<file path="src/rtl/stream_upsizer.sv">
// stream_upsizer: packs RATIO narrow beats into one wide word behind a registered output stage.
// Define STREAM_UPSIZER_LAST_EN to let in_last_i close a short word (partial keep mask, last flag).

module stream_upsizer #(
    parameter int WIDTH = 8,
    parameter int RATIO = 4
) (
    input  logic                     clk_i,
    input  logic                     rst_i,
    input  logic [WIDTH-1:0]         in_data_i,
    input  logic                     in_valid_i,
    output logic                     in_ready_o,
    input  logic                     in_last_i,
    output logic [WIDTH*RATIO-1:0]   out_data_o,
    output logic                     out_valid_o,
    input  logic                     out_ready_i,
    output logic [RATIO-1:0]         out_keep_o,
    output logic                     out_last_o
);

    localparam int CNT_W = $clog2(RATIO);
    localparam int BUF_W = (RATIO - 1) * WIDTH;
    localparam logic [CNT_W-1:0] CNT_MAX = CNT_W'(RATIO - 1);

    logic [CNT_W-1:0]       cnt_r;
    logic [BUF_W-1:0]       buf_r;
    logic [WIDTH*RATIO-1:0] out_data_r;
    logic [RATIO-1:0]       out_keep_r;
    logic                   out_last_r;
    logic                   out_valid_r;

    logic                   last_s;
    logic                   closing_s;
    logic                   in_ready_s;
    logic                   beat_acc_s;
    logic [WIDTH*RATIO-1:0] word_s;
    logic [RATIO-1:0]       keep_s;

`ifdef STREAM_UPSIZER_LAST_EN
    assign last_s = in_last_i;
`else
    logic unused_last_s;
    assign last_s        = 1'b0;
    assign unused_last_s = in_last_i;
`endif

    // Closing beats need room in the output register; all other beats are always accepted.
    always_comb begin
        closing_s = (cnt_r == CNT_MAX) || last_s;
        if (closing_s) begin
            in_ready_s = !out_valid_r || out_ready_i;
        end else begin
            in_ready_s = 1'b1;
        end
        beat_acc_s = in_valid_i && in_ready_s;
    end

    // Candidate word: buffered lanes below cnt, the live beat at cnt, zeros above.
    always_comb begin
        word_s = '0;
        keep_s = '0;
        for (int l = 0; l < RATIO - 1; l++) begin
            if (l < int'(cnt_r)) begin
                word_s[l*WIDTH +: WIDTH] = buf_r[l*WIDTH +: WIDTH];
                keep_s[l]                = 1'b1;
            end else if (l == int'(cnt_r)) begin
                word_s[l*WIDTH +: WIDTH] = in_data_i;
                keep_s[l]                = 1'b1;
            end else begin
                word_s[l*WIDTH +: WIDTH] = {WIDTH{1'b0}};
                keep_s[l]                = 1'b0;
            end
        end
        if (cnt_r == CNT_MAX) begin
            word_s[(RATIO-1)*WIDTH +: WIDTH] = in_data_i;
            keep_s[RATIO-1]                  = 1'b1;
        end else begin
            word_s[(RATIO-1)*WIDTH +: WIDTH] = {WIDTH{1'b0}};
            keep_s[RATIO-1]                  = 1'b0;
        end
    end

    // Lane counter and assembly buffer.
    always_ff @(posedge clk_i) begin
        if (rst_i) begin
            cnt_r <= '0;
            buf_r <= '0;
        end else begin
            if (beat_acc_s && closing_s) begin
                cnt_r <= '0;
            end else if (beat_acc_s) begin
                cnt_r <= cnt_r + CNT_W'(1);
            end
            for (int l = 0; l < RATIO - 1; l++) begin
                if (beat_acc_s && !closing_s && (l == int'(cnt_r))) begin
                    buf_r[l*WIDTH +: WIDTH] <= in_data_i;
                end
            end
        end
    end

    // Output register: a closing beat reloads it even while the old word drains (no bubble).
    always_ff @(posedge clk_i) begin
        if (rst_i) begin
            out_valid_r <= 1'b0;
            out_data_r  <= '0;
            out_keep_r  <= '0;
            out_last_r  <= 1'b0;
        end else if (beat_acc_s && closing_s) begin
            out_valid_r <= 1'b1;
            out_data_r  <= word_s;
            out_keep_r  <= keep_s;
            out_last_r  <= last_s;
        end else if (out_ready_i) begin
            out_valid_r <= 1'b0;
        end
    end

    assign in_ready_o  = in_ready_s;
    assign out_data_o  = out_data_r;
    assign out_valid_o = out_valid_r;
    assign out_keep_o  = out_keep_r;
    assign out_last_o  = out_last_r;

endmodule

</file>
<file path="config.mk">
export PLATFORM = sky130hd
export DESIGN_NAME = stream_upsizer
export DESIGN_NICKNAME = d
export VERILOG_FILES = /design/src/rtl/stream_upsizer.sv
export SDC_FILE = /design/constraint.sdc
export NUM_CORES = 1
export LEC_CHECK = 0
export CAP_MARGIN = 20
export CORE_ASPECT_RATIO = 1.2
export CORE_MARGIN = 1
export CORE_UTILIZATION = 25
export CTS_CLUSTER_DIAMETER = 50
export DETAILED_ROUTE_END_ITERATION = 6
export GPL_TIMING_DRIVEN = 0
export PLACE_DENSITY = 0.48
export SLEW_MARGIN = 20
export SYNTH_ARGS = -nofsm -noshare
export SYNTH_HDL_FRONTEND = slang
export SYNTH_SLANG_ARGS = --single-unit
export TNS_END_PERCENT = 5
</file>
<file path="constraint.sdc">
create_clock -name clk_i -period 1.68 [get_ports clk_i]
set_clock_uncertainty 0.15 [all_clocks]
set_input_delay 0.336 -clock clk_i [delete_from_list [all_inputs] [get_ports clk_i]]
set_output_delay 0.336 -clock clk_i [all_outputs]
set_load 0.01 [all_outputs]
</file>
==> impl_results.html, run 1 <==
<table>
<tr><th>Metric</th><th>Value</th></tr>
<tr><th colspan="2">Synth</th></tr>
<tr><td>FF+latch count, synth</td><td>63</td></tr>
<tr><td>Number of warnings printed during yosys synthesis</td><td>0</td></tr>
<tr><td>Synthesized instance count</td><td>roughly 290</td></tr>
<tr><td>Post-Synth Adder-Cell Area</td><td>0.0269</td></tr>
<tr><td>Share of cell area taken by muxes after synthesis</td><td>0.115</td></tr>
<tr><td>Post-Synthesis Mean Instance Area</td><td>around 10 um2</td></tr>
<tr><td>Compound-gate portion of the synthesized area</td><td>0.198</td></tr>
<tr><td>Share of the synthesized area in the top cell type</td><td>0.452</td></tr>
<tr><td>Xor and xnor area share after synthesis</td><td>0</td></tr>
<tr><td>Number of distinct standard cells referenced by the synthesized netlist</td><td>31</td></tr>
<tr><td>Dominant combinational cell family by area after synthesis</td><td>compound AO/OA/AOI/OAI gates</td></tr>
<tr><td>Sequential element share of the synthesized area</td><td>0.452</td></tr>
<tr><td>Fraction of registers with async set/reset</td><td>0</td></tr>
<tr><td>Top flip-flop cell by instance count after synthesis</td><td>sky130_fd_sc_hd__dfxtp_1</td></tr>
<tr><td>Number of flops mapped to enable cells by yosys</td><td>0</td></tr>
<tr><td>Post-Synthesis Net Count</td><td>306</td></tr>
<tr><td>Simple-gate area share of the yosys netlist</td><td>0.140</td></tr>
<tr><td>Yosys top cell by area</td><td>sky130_fd_sc_hd__dfxtp_1</td></tr>
<tr><td>Summed instance area of the synthesized netlist</td><td>between 2000 and 3000 um2</td></tr>
<tr><td>Leading post-synthesis cells by cell area</td><td>sky130_fd_sc_hd__dfxtp_1 (45%), sky130_fd_sc_hd__mux2i_1 (11%), sky130_fd_sc_hd__a311oi_2 (5.4%)</td></tr>
<tr><th colspan="2">Cells and area</th></tr>
<tr><td>Nets</td><td>368</td></tr>
<tr><td>Share of cells above drive strength 1</td><td>0.203</td></tr>
<tr><td>ANT cells</td><td>0</td></tr>
<tr><td>Area growth, synth to finish</td><td>37.5%</td></tr>
<tr><th colspan="2">Placement</th></tr>
<tr><td>GP Congestion</td><td>about 0.75</td></tr>
<tr><td>Pre-CTS setup slack</td><td>-0.435 ns</td></tr>
<tr><td>Estimated wirelength of the detail-placed design</td><td>around 5.2 mm</td></tr>
<tr><td># port buffers</td><td>48</td></tr>
<tr><th colspan="2">Clocking</th></tr>
<tr><td>Clock tree from TritonCTS</td><td>built</td></tr>
<tr><td>Clock root buffer</td><td>sky130_fd_sc_hd__clkbuf_16</td></tr>
<tr><td>Source-to-sink clock delay at the later pin of the worst-skew pair</td><td>0.32 ns</td></tr>
<tr><td>Clk pin slew, worst setup/hold paths</td><td>~0.050 ns</td></tr>
<tr><td>Cts bufs inserted</td><td>9</td></tr>
<tr><td>Maximum root-to-sink buffer count</td><td>2</td></tr>
<tr><td>Cts hold-fix bufs</td><td>0</td></tr>
<tr><td>Maximum level of the CTS H-tree</td><td>3</td></tr>
<tr><td>Num Clock Sinks</td><td>63</td></tr>
<tr><th colspan="2">Global route</th></tr>
<tr><td>Met3 demand-to-capacity share in global routing</td><td>0.0249</td></tr>
<tr><td>Total grt overflow</td><td>0</td></tr>
<tr><td>Via count of the first global-routing pass</td><td>2237</td></tr>
<tr><td>First-pass GRT wire length</td><td>~13 mm</td></tr>
<tr><td>Pin count of the biggest net entering global routing</td><td>12</td></tr>
<tr><td>Met1 track utilization from global routing</td><td>0.194</td></tr>
<tr><td>Initial antenna violation count</td><td>0</td></tr>
<tr><td>Met2 track utilization from global routing</td><td>0.227</td></tr>
<tr><td>All-Layer GR Usage</td><td>0.144</td></tr>
<tr><td>GRT Max-Usage Layer</td><td>met2</td></tr>
<tr><th colspan="2">STA</th></tr>
<tr><td>Setup slack of the critical path after layout</td><td>-0.0268 ns</td></tr>
<tr><td>Highest Clock Rate</td><td>roughly 0.59 GHz</td></tr>
<tr><td>Total of endpoints with negative setup slack in the final report</td><td>1</td></tr>
<tr><td>Final cycle utilization of the critical path</td><td>1.02</td></tr>
<tr><td>Worst hold slack across all endpoints</td><td>0.322 ns</td></tr>
<tr><td>Slew at the pin closest to its max-slew limit</td><td>0.628 ns</td></tr>
<tr><td>Summed negative setup slack over all endpoints</td><td>-0.0268 ns</td></tr>
<tr><td>Final-report max-slew violation count</td><td>0</td></tr>
<tr><td>Setup repair after global routing missed its margin</td><td>true</td></tr>
<tr><td>Worst slew slack as a fraction of its limit</td><td>0.582</td></tr>
<tr><td>Minimum clock period after layout</td><td>about 1.7 ns</td></tr>
<tr><td>Final hold violation count</td><td>0</td></tr>
<tr><th colspan="2">Power</th></tr>
<tr><td>Worst vdd ir</td><td>slightly below 0.0005 V</td></tr>
<tr><td>Leak</td><td>between 1.5 and 2 nW</td></tr>
<tr><td>Psw</td><td>0.867 mW</td></tr>
<tr><td>Power per cell area</td><td>just over 1000 nW/um2</td></tr>
<tr><td>Clk network pwr share</td><td>0.517</td></tr>
<tr><td>Switching share of power</td><td>0.221</td></tr>
<tr><td>Internal</td><td>slightly above 3 mW</td></tr>
<tr><td>Combinational cell fraction of total power</td><td>0.085</td></tr>
<tr><td>Sequential fraction of design power</td><td>0.398</td></tr>
<tr><th colspan="2">Status</th></tr>
<tr><td>Result of the run</td><td>finished with violations</td></tr>
<tr><td>Violations in the final reports</td><td>DRC, setup timing</td></tr>
<tr><th colspan="2">Critical path</th></tr>
<tr><td>Cell with the biggest individual delay on the critical path</td><td>sky130_fd_sc_hd__dfxtp_4</td></tr>
<tr><td>Slowest cell delay on critical path</td><td>slightly above 0.4 ns</td></tr>
<tr><td>CP cell instances</td><td>ha_4, and3b_1, inv_1, buf_2</td></tr>
<tr><td>Crit path DAT</td><td>around 1.2 ns</td></tr>
<tr><td>Worst reg2reg setup slack</td><td>~0.010 ns</td></tr>
<tr><td>Critical Path End Type</td><td>output port</td></tr>
<tr><td>Largest fanout of any net on the critical path</td><td>5</td></tr>
<tr><td>WS Path Type</td><td>flop to output port</td></tr>
<tr><td>CP top delay family</td><td>flip-flops</td></tr>
<tr><td>Buffers &amp; Inverters on Critical Path</td><td>2</td></tr>
<tr><td>Setup crit start kind</td><td>flop</td></tr>
<tr><td>Required time at the worst-slack endpoint</td><td>approximately 1.2 ns</td></tr>
<tr><th colspan="2">Route</th></tr>
<tr><td>Remaining number of nets flagged by the antenna check after routing</td><td>0</td></tr>
<tr><td>Number of vias after detailed routing</td><td>between 2000 and 2500</td></tr>
<tr><td>Wirelength, routed</td><td>a little under 8 mm</td></tr>
<tr><td>Wirelength per Cell</td><td>approximately 16 um</td></tr>
<tr><td>Via count normalized by instance count</td><td>approximately 4.7</td></tr>
<tr><td>DRC violation count after routing</td><td>3</td></tr>
<tr><td>Detailed Routing Iterations Pass 1</td><td>7</td></tr>
<tr><td>Drt initial violations</td><td>a little under 100</td></tr>
<tr><th colspan="2">Floorplanning</th></tr>
<tr><td>Number of top-level design ports</td><td>52</td></tr>
<tr><td>Vert. Die Dim</td><td>118 um</td></tr>
<tr><td>Initial Utilization</td><td>0.262</td></tr>
<tr><td># rows</td><td>41</td></tr>
<tr><td>Die width</td><td>98.5 um</td></tr>
<tr><td>Die area</td><td>about 12000 um2</td></tr>
<tr><td>Core outline area</td><td>roughly 11000 um2</td></tr>
<tr><th colspan="2">Job</th></tr>
<tr><td>Total of max-cap violations</td><td>0</td></tr>
<tr><th colspan="2">Worst hold path</th></tr>
<tr><td>Hold Crit Class</td><td>flop to flop</td></tr>
</table>
==> per-stage QoR <==
step           instance area, um2  total power, mW  instances   util
5_1_grt                      3840             4.04        483  0.360
3_5_place_dp                 3440             1.91        464  0.322
3_3_place_gp                 3440             1.91        464  0.322
6_report                     3840             3.92        483  0.360
4_1_cts                      3770             3.95        482  0.354
2_1_floorplan                2800             1.78        287      -
==> power groups by stage <==
stage / Clock (mW) / Sequential, mW / Combinational [mW]
6_report: 2.03 / 1.56 / 0.332
5_1_grt: 2.11 / 1.57 / 0.362
4_1_cts: 2.07 / 1.56 / 0.325
3_5_place_dp: 0 / 1.59 / 0.323
3_3_place_gp: 0 / 1.59 / 0.320
2_1_floorplan: 0 / 1.59 / 0.194
==> cell families (layout without fill, tap and decap cells) <==
logic type	count (synthesis)	count (layout)
compound gates	74	74
fa+ha+maj	6	6
buf+inv	32	99
flops	63	63
mux	32	32
other cells	1	1
simple gates	79	79
==> worst paths after layout <==
kind,startpoint,end,cells after the start
min,out_keep_o[0],out_keep_o[0],2
min reg2reg,out_keep_o[0],out_keep_o[0],2
max,cnt_r[1],in_ready_o,4
max reg2reg,cnt_r[1],out_data_o[21],7
==> sequential cells by signal (all words and copies together), names as in the netlist <==
register     cells
out_valid_o      1
cnt_r            2
out_keep_o       4
out_data_o      32
buf_r           24
==> cell usage in the layout, fill, tap and decap left out, types with 9 or more instances in the layout <==
cell type / synthesis / layout
sky130_fd_sc_hd__dfxtp_1: 63 / 61
sky130_fd_sc_hd__dlygate4sd2_1: 0 / 37
sky130_fd_sc_hd__mux2i_1: 32 / 31
sky130_fd_sc_hd__a21oi_1: 29 / 27
sky130_fd_sc_hd__nor2_1: 26 / 26
sky130_fd_sc_hd__nand2_1: 17 / 17
sky130_fd_sc_hd__nand3_1: 16 / 16
sky130_fd_sc_hd__a21oi_2: 10 / 12
sky130_fd_sc_hd__nand3b_1: 12 / 12
sky130_fd_sc_hd__o21ai_0: 10 / 10
sky130_fd_sc_hd__a311oi_2: 10 / 10
sky130_fd_sc_hd__buf_4: 6 / 9
sky130_fd_sc_hd__clkbuf_1: 10 / 9
sky130_fd_sc_hd__clkbuf_16: 0 / 9
sky130_fd_sc_hd__clkdlybuf4s50_1: 0 / 9
==> repair_timing <==
| item | CTS | global route |
|---|---|---|
| setup buffers | 2 | 2 |
| resized for setup | 56 | 21 |
| endpoints found under the setup margin | 92 | 59 |
| pin swaps | 1 | 10 |
==> Yosys cell counts, types with 6 or more instances <==
cell type,count
sky130_fd_sc_hd__a211oi_1,9
sky130_fd_sc_hd__a21oi_1,29
sky130_fd_sc_hd__a21oi_2,10
sky130_fd_sc_hd__a311oi_1,6
sky130_fd_sc_hd__a311oi_2,10
sky130_fd_sc_hd__buf_2,8
sky130_fd_sc_hd__buf_4,6
sky130_fd_sc_hd__clkbuf_1,10
sky130_fd_sc_hd__dfxtp_1,63
sky130_fd_sc_hd__ha_1,6
sky130_fd_sc_hd__mux2i_1,32
sky130_fd_sc_hd__nand2_1,17
sky130_fd_sc_hd__nand3_1,16
sky130_fd_sc_hd__nand3b_1,12
sky130_fd_sc_hd__nor2_1,26
sky130_fd_sc_hd__o21ai_0,10
==> metal layers <==
metal  share of wire  wire, um  up-vias
met2            0.47      3740       59
met5               0         0        -
met3           0.046       361       10
met1            0.47      3700     1064
li1                -         -     1147
met4           0.015       116        0
==> area by class of cell <==
class | count | area (um2)
clock inverter | 3 | 65.1
sequential | 63 | 1270
timing repair buffer | 52 | 462
tap | 129 | 161
multi-input combinational | 192 | 1380
clock buffer | 13 | 260
buffer | 27 | 216
inverter | 4 | 22.5
fill | 1114 | 6830
==> tightest hold or removal path, cell delays in order (launching register included) <==
cell and delay [ns]:
sky130_fd_sc_hd__dfxtp_1 0.32, sky130_fd_sc_hd__a21oi_1 0.04, sky130_fd_sc_hd__nor2_1 0.07
Power figures use the tool's default switching activity.
==> run 2: changes to the inputs <==
--- a/config.mk
+++ b/config.mk
@@ -13,6 +13,7 @@
 export DETAILED_ROUTE_END_ITERATION = 6
 export GPL_TIMING_DRIVEN = 0
 export PLACE_DENSITY = 0.48
+export SKIP_LAST_GASP = 1
 export SLEW_MARGIN = 20
 export SYNTH_ARGS = -nofsm -noshare
 export SYNTH_HDL_FRONTEND = slang
==> run 2 against run 1 <==
Net effect:
- the run still ends with DRC, setup timing left
- cell count grew 0.41%
- maximum frequency shrank 0.52%
- power grew 0.10%
- clock power is essentially flat
- largest power group unchanged
- cell area grew 1.4%
==> impl_results.html, run 2 (same netlist as run 1, synthesis figures left out) <==
<table>
<tr><th>Metric</th><th>Value</th></tr>
<tr><th colspan="2">Global route</th></tr>
<tr><td>Initial antenna violation count</td><td>0 (unchanged)</td></tr>
<tr><td>All-Layer GR Usage</td><td>0.144 (unchanged)</td></tr>
<tr><td>Total grt overflow</td><td>0 (unchanged)</td></tr>
<tr><td>First-pass GRT wire length</td><td>12.6 mm (about the same)</td></tr>
<tr><td>Via count of the first global-routing pass</td><td>2267 (was 2237)</td></tr>
<tr><td>Pin count of the biggest net entering global routing</td><td>12 (unchanged)</td></tr>
<tr><th colspan="2">Power</th></tr>
<tr><td>Worst vdd ir</td><td>0.000483 V (was 0.000484 V)</td></tr>
<tr><td>Psw</td><td>0.866 mW (was 0.867 mW)</td></tr>
<tr><td>Design Power</td><td>3.93 mW (was 3.92 mW)</td></tr>
<tr><td>Combinational cell fraction of total power</td><td>0.086 (was 0.085)</td></tr>
<tr><td>Switching share of power</td><td>0.220 (was 0.221)</td></tr>
<tr><td>Clk network pwr share</td><td>0.516 (was 0.517)</td></tr>
<tr><td>Internal</td><td>3.06 mW (about the same)</td></tr>
<tr><td>Sequential fraction of design power</td><td>0.398 (about the same)</td></tr>
<tr><td>Power per cell area</td><td>1010 nW/um2 (was 1020 nW/um2)</td></tr>
<tr><td>Leak</td><td>1.50 nW (was 1.66 nW)</td></tr>
<tr><th colspan="2">Route</th></tr>
<tr><td>Detailed Routing Iterations Pass 1</td><td>7 (unchanged)</td></tr>
<tr><td>Via count normalized by instance count</td><td>4.79 (was 4.72)</td></tr>
<tr><td>Remaining number of nets flagged by the antenna check after routing</td><td>0 (unchanged)</td></tr>
<tr><td>DRC violation count after routing</td><td>3 (unchanged)</td></tr>
<tr><td>Wirelength per Cell</td><td>16.5 um (was 16.4 um)</td></tr>
<tr><td>Number of vias after detailed routing</td><td>2325 (was 2280)</td></tr>
<tr><td>Wirelength, routed</td><td>7.99 mm (was 7.93 mm)</td></tr>
<tr><td>Drt initial violations</td><td>88 (was 98)</td></tr>
<tr><th colspan="2">Worst hold path</th></tr>
<tr><td>Min-delay src</td><td>in_valid_i (was out_keep_o[0])</td></tr>
<tr><td>Hold Crit Class</td><td>input pin to flop (was flop to flop)</td></tr>
<tr><th colspan="2">Status</th></tr>
<tr><td>Result of the run</td><td>finished with violations (unchanged)</td></tr>
<tr><td>Violations in the final reports</td><td>DRC, setup timing (unchanged)</td></tr>
<tr><th colspan="2">Critical path</th></tr>
<tr><td>Critical Path End Type</td><td>output port (unchanged)</td></tr>
<tr><td>Required time at the worst-slack endpoint</td><td>1.19 ns (about the same)</td></tr>
<tr><td>Largest fanout of any net on the critical path</td><td>2 (was 5)</td></tr>
<tr><td>Beginning of the critical path</td><td>out_keep_o[1] (was cnt_r[1])</td></tr>
<tr><td>Buffers &amp; Inverters on Critical Path</td><td>1 (was 2)</td></tr>
<tr><td>WS Path Type</td><td>flop to output port (unchanged)</td></tr>
<tr><td>Cell with the biggest individual delay on the critical path</td><td>sky130_fd_sc_hd__clkdlybuf4s50_1 (was sky130_fd_sc_hd__dfxtp_4)</td></tr>
<tr><td>Setup crit start kind</td><td>flop (unchanged)</td></tr>
<tr><td>Slowest cell delay on critical path</td><td>0.55 ns (was 0.41 ns)</td></tr>
<tr><td>Startpoint of the worst register-to-register path</td><td>cnt_r[1] (unchanged)</td></tr>
<tr><td>CP top delay family</td><td>buffers and inverters (was flip-flops)</td></tr>
<tr><td>CP cell instances</td><td>clkdlybuf4s50_1 (was ha_4, and3b_1, inv_1, buf_2)</td></tr>
<tr><td>Crit path DAT</td><td>1.23 ns (was 1.22 ns)</td></tr>
<tr><th colspan="2">Clocking</th></tr>
<tr><td>Maximum level of the CTS H-tree</td><td>3 (unchanged)</td></tr>
<tr><td>Clock root buffer</td><td>sky130_fd_sc_hd__clkbuf_16 (unchanged)</td></tr>
<tr><td>Num Clock Sinks</td><td>63 (unchanged)</td></tr>
<tr><td>Clock tree from TritonCTS</td><td>built (unchanged)</td></tr>
<tr><td>Clk pin slew, worst setup/hold paths</td><td>0.05 ns (about the same)</td></tr>
<tr><td>Source-to-sink clock delay at the later pin of the worst-skew pair</td><td>0.32 ns (about the same)</td></tr>
<tr><td>Cts bufs inserted</td><td>9 (unchanged)</td></tr>
<tr><td>Cts hold-fix bufs</td><td>0 (unchanged)</td></tr>
<tr><td>Maximum root-to-sink buffer count</td><td>2 (unchanged)</td></tr>
<tr><th colspan="2">Placement</th></tr>
<tr><td>GP Congestion</td><td>0.749 (unchanged)</td></tr>
<tr><td>Pre-CTS setup slack</td><td>-0.435 ns (unchanged)</td></tr>
<tr><td>Total placed cells including tap cells</td><td>464 (unchanged)</td></tr>
<tr><td># port buffers</td><td>48 (unchanged)</td></tr>
<tr><td>Estimated wirelength of the detail-placed design</td><td>5.22 mm (unchanged)</td></tr>
<tr><th colspan="2">Cells and area</th></tr>
<tr><td>Nets</td><td>370 (was 368)</td></tr>
<tr><td>Max reg flops</td><td>32 (unchanged)</td></tr>
<tr><td>Area growth, synth to finish</td><td>39.4% (was 37.5%)</td></tr>
<tr><td>Most used cells in the layout excluding fill and tap cells</td><td>sky130_fd_sc_hd__dfxtp_1 (61), sky130_fd_sc_hd__clkdlybuf4s50_1 (44), sky130_fd_sc_hd__mux2i_1 (31), sky130_fd_sc_hd__a21oi_1 (29), sky130_fd_sc_hd__nor2_1 (26) (was sky130_fd_sc_hd__dfxtp_1 (61), sky130_fd_sc_hd__dlygate4sd2_1 (37), sky130_fd_sc_hd__mux2i_1 (31), sky130_fd_sc_hd__a21oi_1 (27), sky130_fd_sc_hd__nor2_1 (26))</td></tr>
<tr><td>Commonest non-fill, non-tap cell in the layout</td><td>sky130_fd_sc_hd__dfxtp_1 (unchanged)</td></tr>
<tr><td>ANT cells</td><td>0 (unchanged)</td></tr>
<tr><td>Non-filler cells in the finished layout</td><td>485 (was 483)</td></tr>
<tr><td>Share of cells above drive strength 1</td><td>0.191 (was 0.203)</td></tr>
<tr><td>Utilization after layout</td><td>0.365 (was 0.360)</td></tr>
<tr><th colspan="2">Job</th></tr>
<tr><td>Total of max-cap violations</td><td>0 (unchanged)</td></tr>
<tr><th colspan="2">STA</th></tr>
<tr><td>Slew at the pin closest to its max-slew limit</td><td>0.646 ns (was 0.628 ns)</td></tr>
<tr><td>Total of endpoints with negative setup slack in the final report</td><td>23 (was 1)</td></tr>
<tr><td>Worst slew slack as a fraction of its limit</td><td>0.569 (was 0.582)</td></tr>
<tr><td>Setup slack of the critical path after layout</td><td>-0.0357 ns (was -0.0268 ns)</td></tr>
<tr><td>Final-report max-slew violation count</td><td>0 (unchanged)</td></tr>
<tr><td>Setup repair after global routing missed its margin</td><td>true (unchanged)</td></tr>
<tr><td>Final hold violation count</td><td>0 (unchanged)</td></tr>
<tr><td>Final cycle utilization of the critical path</td><td>1.02 (about the same)</td></tr>
<tr><td>Worst hold slack across all endpoints</td><td>0.316 ns (was 0.322 ns)</td></tr>
<tr><td>Minimum clock period after layout</td><td>1.72 ns (was 1.71 ns)</td></tr>
<tr><td>Highest Clock Rate</td><td>0.583 GHz (was 0.586 GHz)</td></tr>
<tr><th colspan="2">Floorplanning</th></tr>
<tr><td>Core outline area</td><td>10700 um2 (unchanged)</td></tr>
<tr><td>Vert. Die Dim</td><td>118 um (unchanged)</td></tr>
<tr><td>Die area</td><td>11600 um2 (unchanged)</td></tr>
<tr><td>Die width</td><td>98.5 um (unchanged)</td></tr>
<tr><td>Number of top-level design ports</td><td>52 (unchanged)</td></tr>
<tr><td># rows</td><td>41 (unchanged)</td></tr>
<tr><td>Initial Utilization</td><td>0.262 (unchanged)</td></tr>
</table>
-- run 2: changes by cell type in the layout (fill, tap and decap cells not counted), moves of 2 or more --
| cell | change |
|---|---|
| sky130_fd_sc_hd__buf_2 | +2 |
| sky130_fd_sc_hd__ha_1 | +2 |
| sky130_fd_sc_hd__a21oi_2 | -2 |
| sky130_fd_sc_hd__ha_2 | -2 |
| sky130_fd_sc_hd__clkdlybuf4s50_1 | +35 |
| sky130_fd_sc_hd__dlygate4sd2_1 | -36 |
| sky130_fd_sc_hd__a21oi_1 | +2 |
| sky130_fd_sc_hd__buf_8 | -2 |
-- run 2: timing repair --
action | in CTS | in global routing
setup buffers | 2 | 2
gates resized for setup | 17 | 19
cloned | 0 | 1
endpoints found under the setup margin | 92 | 94
pin swaps | 1 | 2
-- run 2: per-stage QoR --
stage | TNS, ns | cell area (um2)
6_report | -0.295 | 3890
5_1_grt | -2.79 | 3890
4_1_cts | -1.83 | 3810
3_5_place_dp | -18.22 | 3440
3_3_place_gp | -17.47 | 3440
2_1_floorplan | 0 | 2800
-- run 2: cell type report --
| cell class | count | area [um2] |
|---|---|---|
| plain buffers | 28 | 215 |
| flip-flops and latches | 63 | 1270 |
| multi-input cells | 192 | 1360 |
| clock buffers | 13 | 260 |
| inverters | 4 | 22.5 |
| fillers | 1106 | 6780 |
| repair buffers | 53 | 534 |
| well taps | 129 | 161 |
| clock inverters | 3 | 65.1 |
-- run 2: worst paths after layout --
path              endpoint  slack, ns  cells past startpoint
max          out_keep_o[1]      -0.04                      1
min               cnt_r[1]       0.32                      3
max reg2reg  out_keep_o[1]       0.02                      7
min reg2reg  out_keep_o[0]       0.33                      2
-- run 2: metal layers --
metal | vias up | routed length, um | track usage
met5 | - | 0 | 0
met4 | 0 | 121 | 0.0588
met3 | 9 | 263 | 0.0243
met2 | 55 | 3790 | 0.226
met1 | 1102 | 3820 | 0.195
li1 | 1159 | - | -
-- run 2: power by group through the flow --
stage                     Clock, mW  Sequential [mW]  Combinational (mW)
final                          2.03             1.56               0.337
after global routing           2.11             1.57               0.366
after CTS                      2.07             1.56               0.332
after detailed placement          0             1.59               0.323
after global placement            0             1.59               0.320
after floorplan                   0             1.59               0.194
==> run 3: changes to the inputs <==
--- a/config.mk
+++ b/config.mk
@@ -12,7 +12,6 @@
 export CTS_CLUSTER_DIAMETER = 50
 export DETAILED_ROUTE_END_ITERATION = 6
 export GPL_TIMING_DRIVEN = 0
-export PLACE_DENSITY = 0.48
 export SKIP_LAST_GASP = 1
 export SLEW_MARGIN = 20
 export SYNTH_ARGS = -nofsm -noshare
==> run 3 against run 2 <==
Net effect:
- largest power group unchanged
- sequential cell count stayed put
- worst hold slack worse by 0.030 ns
- the run ends with setup timing left
- highest routed layer unchanged
- clock power hardly changed
- setup slack worse by 0.013 ns
- first-iteration DRC count is 59% higher
- maximum frequency is 0.78% lower
==> impl_results.html, run 3 (same netlist as run 1, synthesis figures left out) <==
<table>
<tr><th>Metric</th><th>Value</th></tr>
<tr><th colspan="2">Status</th></tr>
<tr><td>Result of the run</td><td>finished with violations (unchanged)</td></tr>
<tr><td>Violations in the final reports</td><td>setup timing (was DRC, setup timing)</td></tr>
<tr><th colspan="2">Power</th></tr>
<tr><td>Internal</td><td>3.10 mW (was 3.06 mW)</td></tr>
<tr><td>Combinational cell fraction of total power</td><td>0.086 (about the same)</td></tr>
<tr><td>Power per cell area</td><td>1020 nW/um2 (was 1010 nW/um2)</td></tr>
<tr><td>Clk network pwr share</td><td>0.519 (was 0.516)</td></tr>
<tr><td>Sequential fraction of design power</td><td>0.395 (was 0.398)</td></tr>
<tr><td>Switching share of power</td><td>0.217 (was 0.220)</td></tr>
<tr><td>Design Power</td><td>3.95 mW (was 3.93 mW)</td></tr>
<tr><td>Leak</td><td>1.49 nW (was 1.50 nW)</td></tr>
<tr><td>Worst vdd ir</td><td>0.000632 V (was 0.000483 V)</td></tr>
<tr><td>Psw</td><td>0.857 mW (was 0.866 mW)</td></tr>
<tr><th colspan="2">Route</th></tr>
<tr><td>Drt initial violations</td><td>140 (was 88)</td></tr>
<tr><td>Detailed Routing Iterations Pass 1</td><td>6 (was 7)</td></tr>
<tr><td>Wirelength per Cell</td><td>15.5 um (was 16.5 um)</td></tr>
<tr><td>Number of vias after detailed routing</td><td>2323 (was 2325)</td></tr>
<tr><td>Via count normalized by instance count</td><td>4.80 (was 4.79)</td></tr>
<tr><td>DRC violation count after routing</td><td>0 (was 3)</td></tr>
<tr><td>Remaining number of nets flagged by the antenna check after routing</td><td>0 (unchanged)</td></tr>
<tr><td>Wirelength, routed</td><td>7.48 mm (was 7.99 mm)</td></tr>
<tr><th colspan="2">STA</th></tr>
<tr><td>Minimum clock period after layout</td><td>1.73 ns (was 1.72 ns)</td></tr>
<tr><td>Total of endpoints with negative setup slack in the final report</td><td>32 (was 23)</td></tr>
<tr><td>Worst slew slack as a fraction of its limit</td><td>0.544 (was 0.569)</td></tr>
<tr><td>Slew at the pin closest to its max-slew limit</td><td>0.684 ns (was 0.646 ns)</td></tr>
<tr><td>Final hold violation count</td><td>0 (unchanged)</td></tr>
<tr><td>Final cycle utilization of the critical path</td><td>1.03 (was 1.02)</td></tr>
<tr><td>Final-report max-slew violation count</td><td>0 (unchanged)</td></tr>
<tr><td>Setup repair after global routing missed its margin</td><td>true (unchanged)</td></tr>
<tr><td>Setup slack of the critical path after layout</td><td>-0.0491 ns (was -0.0357 ns)</td></tr>
<tr><td>Highest Clock Rate</td><td>0.578 GHz (was 0.583 GHz)</td></tr>
<tr><td>Summed negative setup slack over all endpoints</td><td>-0.664 ns (was -0.295 ns)</td></tr>
<tr><th colspan="2">Global route</th></tr>
<tr><td>Pin count of the biggest net entering global routing</td><td>12 (unchanged)</td></tr>
<tr><td>Initial antenna violation count</td><td>0 (unchanged)</td></tr>
<tr><td>First-pass GRT wire length</td><td>12.0 mm (was 12.6 mm)</td></tr>
<tr><td>Total grt overflow</td><td>0 (unchanged)</td></tr>
<tr><td>All-Layer GR Usage</td><td>0.135 (was 0.144)</td></tr>
<tr><td>Via count of the first global-routing pass</td><td>2236 (was 2267)</td></tr>
<tr><th colspan="2">Critical path</th></tr>
<tr><td>Beginning of the critical path</td><td>out_keep_o[1] (unchanged)</td></tr>
<tr><td>CP top delay family</td><td>buffers and inverters (unchanged)</td></tr>
<tr><td>Buffers &amp; Inverters on Critical Path</td><td>1 (unchanged)</td></tr>
<tr><td>Critical Path End Type</td><td>output port (unchanged)</td></tr>
<tr><td>Largest fanout of any net on the critical path</td><td>2 (unchanged)</td></tr>
<tr><td>WS Path Type</td><td>flop to output port (unchanged)</td></tr>
<tr><td>Required time at the worst-slack endpoint</td><td>1.19 ns (about the same)</td></tr>
<tr><td>CP cell instances</td><td>clkdlybuf4s50_1 (unchanged)</td></tr>
<tr><td>Cell with the biggest individual delay on the critical path</td><td>sky130_fd_sc_hd__clkdlybuf4s50_1 (unchanged)</td></tr>
<tr><td>Setup crit start kind</td><td>flop (unchanged)</td></tr>
<tr><td>Startpoint of the worst register-to-register path</td><td>cnt_r[0] (was cnt_r[1])</td></tr>
<tr><td>Crit path DAT</td><td>1.24 ns (was 1.23 ns)</td></tr>
<tr><td>Slowest cell delay on critical path</td><td>0.55 ns (about the same)</td></tr>
<tr><th colspan="2">Clocking</th></tr>
<tr><td>Maximum root-to-sink buffer count</td><td>2 (unchanged)</td></tr>
<tr><td>Num Clock Sinks</td><td>63 (unchanged)</td></tr>
<tr><td>Maximum level of the CTS H-tree</td><td>3 (unchanged)</td></tr>
<tr><td>Clock root buffer</td><td>sky130_fd_sc_hd__clkbuf_16 (unchanged)</td></tr>
<tr><td>Clock tree from TritonCTS</td><td>built (unchanged)</td></tr>
<tr><td>Source-to-sink clock delay at the later pin of the worst-skew pair</td><td>0.33 ns (was 0.32 ns)</td></tr>
<tr><td>Cts bufs inserted</td><td>9 (unchanged)</td></tr>
<tr><td>Clk pin slew, worst setup/hold paths</td><td>0.05 ns (about the same)</td></tr>
<tr><td>Cts hold-fix bufs</td><td>0 (unchanged)</td></tr>
<tr><th colspan="2">Floorplanning</th></tr>
<tr><td>Vert. Die Dim</td><td>118 um (unchanged)</td></tr>
<tr><td>Die width</td><td>98.5 um (unchanged)</td></tr>
<tr><td># rows</td><td>41 (unchanged)</td></tr>
<tr><td>Number of top-level design ports</td><td>52 (unchanged)</td></tr>
<tr><td>Initial Utilization</td><td>0.262 (unchanged)</td></tr>
<tr><td>Die area</td><td>11600 um2 (unchanged)</td></tr>
<tr><td>Core outline area</td><td>10700 um2 (unchanged)</td></tr>
<tr><th colspan="2">Cells and area</th></tr>
<tr><td>Utilization after layout</td><td>0.363 (was 0.365)</td></tr>
<tr><td>ANT cells</td><td>0 (unchanged)</td></tr>
<tr><td>Most used cells in the layout excluding fill and tap cells</td><td>sky130_fd_sc_hd__dfxtp_1 (61), sky130_fd_sc_hd__clkdlybuf4s50_1 (45), sky130_fd_sc_hd__mux2i_1 (30), sky130_fd_sc_hd__a21oi_1 (29), sky130_fd_sc_hd__nor2_1 (26) (was sky130_fd_sc_hd__dfxtp_1 (61), sky130_fd_sc_hd__clkdlybuf4s50_1 (44), sky130_fd_sc_hd__mux2i_1 (31), sky130_fd_sc_hd__a21oi_1 (29), sky130_fd_sc_hd__nor2_1 (26))</td></tr>
<tr><td>Post-route cell area</td><td>3870 um2 (was 3890 um2)</td></tr>
<tr><td>Max reg flops</td><td>32 (unchanged)</td></tr>
<tr><td>Share of cells above drive strength 1</td><td>0.197 (was 0.191)</td></tr>
<tr><td>Non-filler cells in the finished layout</td><td>484 (was 485)</td></tr>
<tr><td>Nets</td><td>370 (unchanged)</td></tr>
<tr><td>Commonest non-fill, non-tap cell in the layout</td><td>sky130_fd_sc_hd__dfxtp_1 (unchanged)</td></tr>
<tr><td>Area growth, synth to finish</td><td>38.7% (was 39.4%)</td></tr>
<tr><th colspan="2">Job</th></tr>
<tr><td>Total of max-cap violations</td><td>0 (unchanged)</td></tr>
<tr><th colspan="2">Worst hold path</th></tr>
<tr><td>Hold Crit Class</td><td>input pin to flop (unchanged)</td></tr>
<tr><td>Min-delay src</td><td>in_valid_i (unchanged)</td></tr>
<tr><th colspan="2">Placement</th></tr>
<tr><td>Placement Cell Area</td><td>3440 um2 (unchanged)</td></tr>
<tr><td># port buffers</td><td>48 (unchanged)</td></tr>
<tr><td>GP Congestion</td><td>0.763 (was 0.749)</td></tr>
<tr><td>Estimated wirelength of the detail-placed design</td><td>5.17 mm (was 5.22 mm)</td></tr>
<tr><td>Total placed cells including tap cells</td><td>464 (unchanged)</td></tr>
</table>
run 3: final cells by class:
class / count / area [um2]
Buffer: 28 / 206
Multi-Input combinational cell: 192 / 1360
Clock buffer: 12 / 267
Sequential cell: 63 / 1270
Timing Repair Buffer: 53 / 518
Clock inverter: 3 / 65.1
Tap cell: 129 / 161
Inverter: 4 / 22.5
Fill cell: 1081 / 6800
run 3: timing repair:
action / in CTS / in global routing
gates resized for setup: 16 / 18
setup endpoints to repair: 92 / 94
buffers inserted: 2 / 3
pin swaps: 1 / 0
run 3: power groups by stage:
stage	Clock (mW)	Sequential [mW]	Combinational [mW]
after floorplan	0	1.59	0.194
after global placement	0	1.59	0.313
after detailed placement	0	1.59	0.317
after CTS	2.07	1.56	0.327
after global routing	2.13	1.57	0.366
final	2.05	1.56	0.338
run 3: routing by layer:
metal  vias to the layer above  GRT usage  share of wire
met1                      1098      0.169           0.47
met4                         0     0.0644          0.024
met2                        51      0.221           0.47
met3                        14     0.0267          0.036
li1                       1160          -              -
met5                         -          0              0
run 3: final timing paths:
check,end,slack (ns),cells after the start
setup reg to reg,buf_r[5],0.01,7
hold / removal,cnt_r[1],0.29,3
hold reg to reg,out_keep_o[3],0.32,2
setup / recovery,out_keep_o[1],-0.05,1
run 3: through the flow:
stage	hold slack [ns]	worst slack [ns]
finish	0.286	-0.0491
global route	0.341	-0.0830
CTS	0.318	-0.0749
detailed placement	0.313	-0.430
global placement	0.311	-0.436
floorplan	0.313	0.00220
